[config.mk]
export PLATFORM = sky130hd
export DESIGN_NAME = serial_subtractor
export DESIGN_NICKNAME = d
export VERILOG_FILES = /design/src/rtl/serial_subtractor.sv
export SDC_FILE = /design/constraint.sdc
export NUM_CORES = 1
export LEC_CHECK = 0
export ABC_CLOCK_PERIOD_IN_PS = 1300
export CORE_ASPECT_RATIO = 0.75
export CORE_MARGIN = 8
export CORE_UTILIZATION = 46
export DETAILED_ROUTE_END_ITERATION = 8
export GPL_TIMING_DRIVEN = 1
export PLACE_DENSITY = 0.75
export SLEW_MARGIN = 10
export SYNTH_ARGS = -nofsm -noshare
export SYNTH_HDL_FRONTEND = slang
export SYNTH_SLANG_ARGS = --single-unit
export TNS_END_PERCENT = 1
[constraint.sdc]
create_clock -name clk -period 1.3 [get_ports clk]
set_clock_uncertainty 0.1 [all_clocks]
set_input_delay 0.26 -clock clk [delete_from_list [all_inputs] [get_ports clk]]
set_output_delay 0.26 -clock clk [all_outputs]
set_load 0.03 [all_outputs]
[src/rtl/serial_subtractor.sv]
// serial_subtractor: bit-serial a - b, LSB first, one full-subtractor stage
// plus a registered borrow. An operation takes WIDTH cycles in RUN followed by
// a single DONE cycle. diff/borrow_out hold until the next operation completes.
// Optional build macro: SERIAL_SUB_OVERFLOW_EN adds a signed-overflow output ovf.
module serial_subtractor #(
    parameter int WIDTH = 8
) (
    input  logic             clk,
    input  logic             rst,
    input  logic             start,
    input  logic [WIDTH-1:0] a,
    input  logic [WIDTH-1:0] b,
    output logic             busy,
    output logic             done,
    output logic [WIDTH-1:0] diff,
    output logic             borrow_out,
`ifdef SERIAL_SUB_OVERFLOW_EN
    output logic             ovf,
`endif
    output logic             bit_out
);

    localparam int CW = $clog2(WIDTH + 1);
    localparam logic [CW-1:0] CNT_LAST = CW'(WIDTH - 1);

    typedef enum logic [1:0] {
        ST_IDLE = 2'd0,
        ST_RUN  = 2'd1,
        ST_DONE = 2'd2
    } state_e;

    // Full-subtractor difference bit
    function automatic logic fs_diff(input logic ai, input logic bi, input logic br);
        return ai ^ bi ^ br;
    endfunction

    // Full-subtractor borrow out
    function automatic logic fs_borrow(input logic ai, input logic bi, input logic br);
        return (~ai & bi) | (~(ai ^ bi) & br);
    endfunction

    state_e           state_q, state_d;
    logic [WIDTH-1:0] a_sr_q, a_sr_d;
    logic [WIDTH-1:0] b_sr_q, b_sr_d;
    logic [WIDTH-1:0] res_q, res_d;
    logic [CW-1:0]    cnt_q, cnt_d;
    logic             br_q, br_d;
    logic             busy_q, busy_d;
    logic             done_q, done_d;
    logic [WIDTH-1:0] diff_q, diff_d;
    logic             borrow_out_q, borrow_out_d;
`ifdef SERIAL_SUB_OVERFLOW_EN
    logic             a_msb_q, a_msb_d;
    logic             b_msb_q, b_msb_d;
    logic             ovf_q, ovf_d;
`endif

    logic d_s;
    logic bnext_s;

    // Current serial stage computed from the operand LSBs and the borrow flop
    always_comb begin
        d_s     = fs_diff(a_sr_q[0], b_sr_q[0], br_q);
        bnext_s = fs_borrow(a_sr_q[0], b_sr_q[0], br_q);
    end

    // Next-state and next-output logic for the IDLE/RUN/DONE sequencer
    always_comb begin
        state_d      = state_q;
        a_sr_d       = a_sr_q;
        b_sr_d       = b_sr_q;
        res_d        = res_q;
        cnt_d        = cnt_q;
        br_d         = br_q;
        busy_d       = 1'b0;
        done_d       = 1'b0;
        diff_d       = diff_q;
        borrow_out_d = borrow_out_q;
`ifdef SERIAL_SUB_OVERFLOW_EN
        a_msb_d      = a_msb_q;
        b_msb_d      = b_msb_q;
        ovf_d        = ovf_q;
`endif
        case (state_q)
            ST_IDLE, ST_DONE: begin
                if (start) begin
                    a_sr_d  = a;
                    b_sr_d  = b;
                    br_d    = 1'b0;
                    cnt_d   = {CW{1'b0}};
                    state_d = ST_RUN;
                    busy_d  = 1'b1;
`ifdef SERIAL_SUB_OVERFLOW_EN
                    a_msb_d = a[WIDTH-1];
                    b_msb_d = b[WIDTH-1];
`endif
                end else begin
                    state_d = ST_IDLE;
                end
            end
            ST_RUN: begin
                a_sr_d = {1'b0, a_sr_q[WIDTH-1:1]};
                b_sr_d = {1'b0, b_sr_q[WIDTH-1:1]};
                res_d  = {d_s, res_q[WIDTH-1:1]};
                cnt_d  = cnt_q + CW'(1);
                br_d   = bnext_s;
                if (cnt_q == CNT_LAST) begin
                    // Last bit: publish the result on the DONE-entry edge
                    state_d      = ST_DONE;
                    done_d       = 1'b1;
                    diff_d       = {d_s, res_q[WIDTH-1:1]};
                    borrow_out_d = bnext_s;
`ifdef SERIAL_SUB_OVERFLOW_EN
                    ovf_d        = (a_msb_q ^ b_msb_q) & (d_s ^ a_msb_q);
`endif
                end else begin
                    busy_d = 1'b1;
                end
            end
            default: begin
                state_d = ST_IDLE;
            end
        endcase
    end

    // State and output registers with synchronous active-high reset
    always_ff @(posedge clk) begin
        if (rst) begin
            state_q      <= ST_IDLE;
            a_sr_q       <= {WIDTH{1'b0}};
            b_sr_q       <= {WIDTH{1'b0}};
            res_q        <= {WIDTH{1'b0}};
            cnt_q        <= {CW{1'b0}};
            br_q         <= 1'b0;
            busy_q       <= 1'b0;
            done_q       <= 1'b0;
            diff_q       <= {WIDTH{1'b0}};
            borrow_out_q <= 1'b0;
`ifdef SERIAL_SUB_OVERFLOW_EN
            a_msb_q      <= 1'b0;
            b_msb_q      <= 1'b0;
            ovf_q        <= 1'b0;
`endif
        end else begin
            state_q      <= state_d;
            a_sr_q       <= a_sr_d;
            b_sr_q       <= b_sr_d;
            res_q        <= res_d;
            cnt_q        <= cnt_d;
            br_q         <= br_d;
            busy_q       <= busy_d;
            done_q       <= done_d;
            diff_q       <= diff_d;
            borrow_out_q <= borrow_out_d;
`ifdef SERIAL_SUB_OVERFLOW_EN
            a_msb_q      <= a_msb_d;
            b_msb_q      <= b_msb_d;
            ovf_q        <= ovf_d;
`endif
        end
    end

    assign busy       = busy_q;
    assign done       = done_q;
    assign diff       = diff_q;
    assign borrow_out = borrow_out_q;
`ifdef SERIAL_SUB_OVERFLOW_EN
    assign ovf        = ovf_q;
`endif
    // Probe bit is only meaningful while running; forced low otherwise
    assign bit_out    = (state_q == ST_RUN) ? d_s : 1'b0;

endmodule

# Yosys cells after proc, flatten, opt, wreduce, memory -nomap -nowiden
# Index checks and enable logic that the tools add are counted.
[totals] register_bits=42 in_bits=19 output_inout_bits=12 word_cells=46
[classes] n_addsub=1 n_eq_ne=5 muxes=16 bitwise_logic=8 n_reduce_logical=6
[op_table] cell="$pmux W8 S2" count=2
[op_table] cell="$mux W8" count=2
[op_table] cell="$pmux W4 S2" count=1
[op_table] cell="$mux W1" count=6
[op_table] cell="$add A4 B1 Y4 const B" count=1
[op_table] cell="$eq A4 B3 Y1 const B" count=1
[op_table] cell="$mux W4" count=1
[op_table] cell="$ne A2 B2 Y1 const B" count=2
[op_table] cell="$pmux W1 S2" count=2
[op_table] cell="$pmux W2 S2" count=1
[op_table] cell="$reduce_and A2 Y1" count=2
[op_table] cell="$reduce_or A2 Y1" count=2
[op_table] cell="$not A1 Y1" count=3
[op_table] cell="$and A1 B1 Y1" count=2
[op_table] cell="$eq A2 B1 Y1 const B" count=1
[op_table] cell="$eq A2 B2 Y1 const B" count=1
[op_table] cell="$logic_not A2 Y1" count=1
[op_table] cell="$mux W2" count=1
[op_table] cell="$reduce_bool A2 Y1" count=1
[op_table] cell="$xor A1 B1 Y1" count=2
[op_table] cell="$or A1 B1 Y1" count=1

# Depth between registers and ports, before layout
[depth] ltp_word=5 depth_mapped=5 mapped_depth_nobuf=4

# Least setup slack after synthesis
# OpenSTA, ideal clock, no wires.
[synth_path] path_type="register -> output" start="register b_sr_q[0]" end="output bit_out" t_arrival_ps=1123 required_time_ps=940 slack_ps=-183 stages_incl_launch_ff=5 n_path_buf=0 cell_sequence="dfxtp_1 > inv_1 > fa_1 > nand2_1 > inv_1"
[synth_via] elab_chain_len=3
[synth_lines] element="from (decl)" line_no="44" text="logic [WIDTH-1:0] b_sr_q, b_sr_d;"
[synth_lines] element="from (signal assigned)" line_no="131" text="b_sr_q <= {WIDTH{1'b0}};"
[synth_lines] element="from (signal assigned)" line_no="147" text="b_sr_q <= b_sr_d;"
[synth_lines] element="$xor A1 B1 Y1 (2 in a row)" line_no="34" text="return ai ^ bi ^ br;"
[synth_lines] element="net d_s" line_no="58" text="logic d_s;"
[synth_lines] element="$mux W1" line_no="171" text="assign bit_out = (state_q == ST_RUN) ? d_s : 1'b0;"
[synth_lines] element="to (decl)" line_no="20" text="output logic bit_out"
# The timed path passes the listed nets, and every way through them passes these cells.

# Final worst setup path
[layout_path] start="register br_q" end="output bit_out"
[layout_via] elab_chain_len=2
[layout_lines] element="from (decl)" line_no="47" text="logic br_q, br_d;"
[layout_lines] element="from (signal assigned)" line_no="150" text="br_q <= br_d;"
[layout_lines] element="$xor A1 B1 Y1" line_no="34"
[layout_lines] element="net d_s" line_no="58"
[layout_lines] element="$mux W1" line_no="171"
# The timed path passes the listed nets, and every way through them passes these cells.

==> metrics.md <==
| Metric | Value |
|---|---|
| Site row count | 18 |
| Outcome | finished, violations left |
| Critical path origin | br_q |
| Largest family of logic cells by synthesized area | compound AO/OA/AOI/OAI gates |
| Die width | 85.0 um |
| Crit path kind | register to output port |
| PortBufs | 30 |
| CTS tree | done |
| Clk slew on worst S/H paths | 80 ps |
| Critical R2R Capture | diff[7] |
| Final setup viols | 8 |
| H-tree level count | 2 |
| Fraction of layout cells with a size suffix above 1 | 28.6% |
| Max VDD drop | 0.712 mV |
| Layout area overhead | 36.0% |
| CTS root buf | clkbuf_8 |
| Switching share of power | 23.6% |
| Clock Power Share | 38.4% |
| Setup WS pre-CTS | -344 ps |
| GRT Overall Usage | 14.3% |
| Final Hold Vio Count | 0 |
| Max-slew violation count | 0 |
| M1 GR Usage | 16.3% |
| Failing checks | negative setup slack |
| Power Density | 1230 mW/mm^2 |
| Period utilization | 143% |
| Clk Latency, worst-skew pair | 300 ps |
| Fmax | 539 MHz |
| Post-synthesis adder-cell area fraction | 1.98% |
| Pin count of the biggest net entering global routing | 30 |
| Nets | 247 |
| Power share of the combinational group | 13.3% |
| Post-DP Area | 0.00202 sq mm |
| Synth Area in Simple Gates | 17.6% |
| Yosys warning count | 0 |
| Worst r2r src | br_q |
| HP Class | register to register |
| DIE AREA | 0.00576 sq mm |
| Crit path to | bit_out |
| CP startpoint kind | register |
| Sw power | 0.000650 W |
| Drt initial violations | 100 |
| Global Route met3 Usage | 5.94% |
| RSZ-0062 raised after global routing | yes |
| Max Fanout on Critical Path | 2 |
| Seq pwr share | 48.3% |
| CP Capture Type | output port |
| Total negative slack | -874 ps |
| 1st-pass router iterations | 4 |
| Worst Reg-to-Reg Cells | 5 |
| Vias per inst | 5.57 |
| Post-Syn Instances | 187 |
| R2r setup slk | -120 ps |
| Met2 Use GR | 24.6% |
| Pwr Total | 0.00276 W |
| Busiest layer in global routing | met2 |
| Filler cell count | 264 |
| Critical path required time | 940 ps |
| PnR worst setup slack | -557 ps |
| Mux share of post-synthesis cell area | 1.60% |
| Finished Layout Cells | 267 |
| Finished Cell Area | 0.00223 sq mm |
| Post-layout minimum cycle time | 1860 ps |
| Initial antenna violation count | 0 |
| MaxCap Viol Count | 0 |
| Core Region | 0.00336 sq mm |
| Cell internal pwr | 0.00211 W |
| Sequential area share after synthesis | 50.0% |
| Rel. slew slack | 85.3% |
| Vias in the first global route | 1451 |
| Compound-Gate Fraction of Synth Area | 21.4% |
| Worst-margin pin slew | 219 ps |
| Die height | 67.7 um |
| CTS Buf Count | 5 |
| Xor and xnor fraction of the mapped netlist area | 0% |
| Data arrival, critical path | 1500 ps |
| Synthesized Nets | 208 |
| Yosys cell types | 26 |
| Netlist Area Pre-Place | 0.00164 sq mm |
| CTS Buffer Depth | 2 |
| LEAKAGE | 0.821 nW |
| Post-route ant nets | 0 |
| Hpwl dp | 2710 um |
| Initial Util | 48.9% |
| Post-DR wirelength/cell | 14.7 um |
| Dpl cells | 257 |
| Total number of vias | 1487 |
| I/O Pins | 31 |
| Synthesis-stage register bit count | 41 |
| Final WL | 3920 um |
| Syn_area_per_cell | 8.78 sq um |
| Global-route wire length before repair | 6580 um |
| Placer Congestion | 0.795 |
| Clock sink count | 41 |
| Antenna cell count | 0 |
| Post-route DRC | 0 |
| Total congestion overflow | 0 |
-- critical path: stages (launching register included) --
cell,delay (ps)
dfxtp_2,340
inv_2,40
fa_1,550
nand2_2,80
inv_2,60
buf_6,120
-- power groups by stage --
stage | Combinational [W] | Sequential (W) | Clock, W
6_report | 0.000366 | 0.00133 | 0.00106
3_5_place_dp | 0.000328 | 0.00136 | 0
2_1_floorplan | 0.000194 | 0.00136 | 0
3_3_place_gp | 0.000318 | 0.00135 | 0
4_1_cts | 0.000344 | 0.00133 | 0.00108
5_1_grt | 0.000397 | 0.00134 | 0.00115
-- worst min path at each step --
stage	startpoint	end	slack (ps)	depth (start not counted)
floorplan	a[7]	a_sr_q[7]	300	2
detailed placement	res_q[6]	res_q[5]	360	2
global placement	res_q[1]	res_q[1]	340	2
CTS	res_q[6]	res_q[5]	370	2
finish	res_q[6]	res_q[5]	370	2
global route	res_q[6]	res_q[6]	390	2
-- cell usage after synthesis --
cell / count / area [sq um]
mux2_2: 1 / 11.3
nor2b_1: 1 / 6.26
a22oi_1: 14 / 105
inv_1: 3 / 11.3
a211oi_2: 1 / 12.5
nand2_1: 17 / 63.8
nand2b_1: 4 / 25.0
nand3_1: 27 / 135
and2b_1: 1 / 7.51
o21ai_0: 8 / 40.0
dfxtp_1: 41 / 821
buf_2: 7 / 35.0
ha_1: 1 / 12.5
nor3b_1: 1 / 7.51
and3b_1: 1 / 8.76
nand3b_1: 1 / 7.51
nor3_1: 2 / 10.0
a311oi_1: 1 / 8.76
nor2_1: 3 / 11.3
a21oi_1: 37 / 185
buf_4: 4 / 30.0
fa_1: 1 / 20.0
nand4_1: 1 / 6.26
mux2_4: 1 / 15.0
clkbuf_1: 6 / 22.5
buf_6: 2 / 22.5
-- state kept, by name, summed over array words and instances (netlist names) --
name and flops:
done 1, busy 1, res_q 7, diff 8, state_q 2, br_q 1, b_sr_q 8, cnt_q 4
borrow_out 1, a_sr_q 8
-- metal layers --
layer / share of wire (%) / up-vias
li1: - / 735
met1: 45 / 703
met2: 48 / 47
met3: 6.9 / 2
met4: 0.46 / 0
met5: 0 / -
-- cell usage in the layout (no fill, tap or decap), types with 2 or more instances in the layout --
cell type,instances
dfxtp_2,5
nor2_1,3
nand2b_1,4
a22oi_2,2
buf_4,26
dfxtp_1,36
o21ai_1,3
clkdlybuf4s50_1,17
buf_12,2
a21oi_2,5
nor3_1,2
inv_2,3
a21oi_1,32
buf_6,5
o21ai_0,5
clkbuf_8,6
nand2_1,16
a22oi_1,12
nand3_1,26
-- timing repair --
action                                  in CTS  in global routing
buffers inserted                             1                  1
pin swaps                                    2                  2
resized for setup                           15                 13
endpoints found under the setup margin      19                 31
hold buffers                                 0                  0
endpoints found under the hold margin        0                  0
-- logic make-up (layout without fill, tap and decap cells) --
logic type               after synthesis  count (layout)
multiplexers                           2               2
AO/OA/AOI/OAI                         61              61
buffers and inverters                 22              62
flip-flops                            41              41
adder cells (fa/ha/maj)                2               2
AND/OR/NAND/NOR                       59              59
-- stage by stage --
stage / hold WS (ps) / util, %
global route: 386 / 66.5
floorplan: 296 / -
CTS: 367 / 65.1
detailed placement: 356 / 60.2
finish: 371 / 66.5
global placement: 344 / 60.2
-- layout make-up --
cell class              instances  area, sq um  share of cell area [%]
well taps                      40         50.0                    2.24
flip-flops and latches         41          827                    37.1
multi-input cells             124          753                    33.7
inverters                       3         11.3                   0.504
repair buffers                 51          470                    21.1
clock inverters                 2         37.5                    1.68
clock buffers                   6         82.6                    3.70
Power figures use the tool's default switching activity.
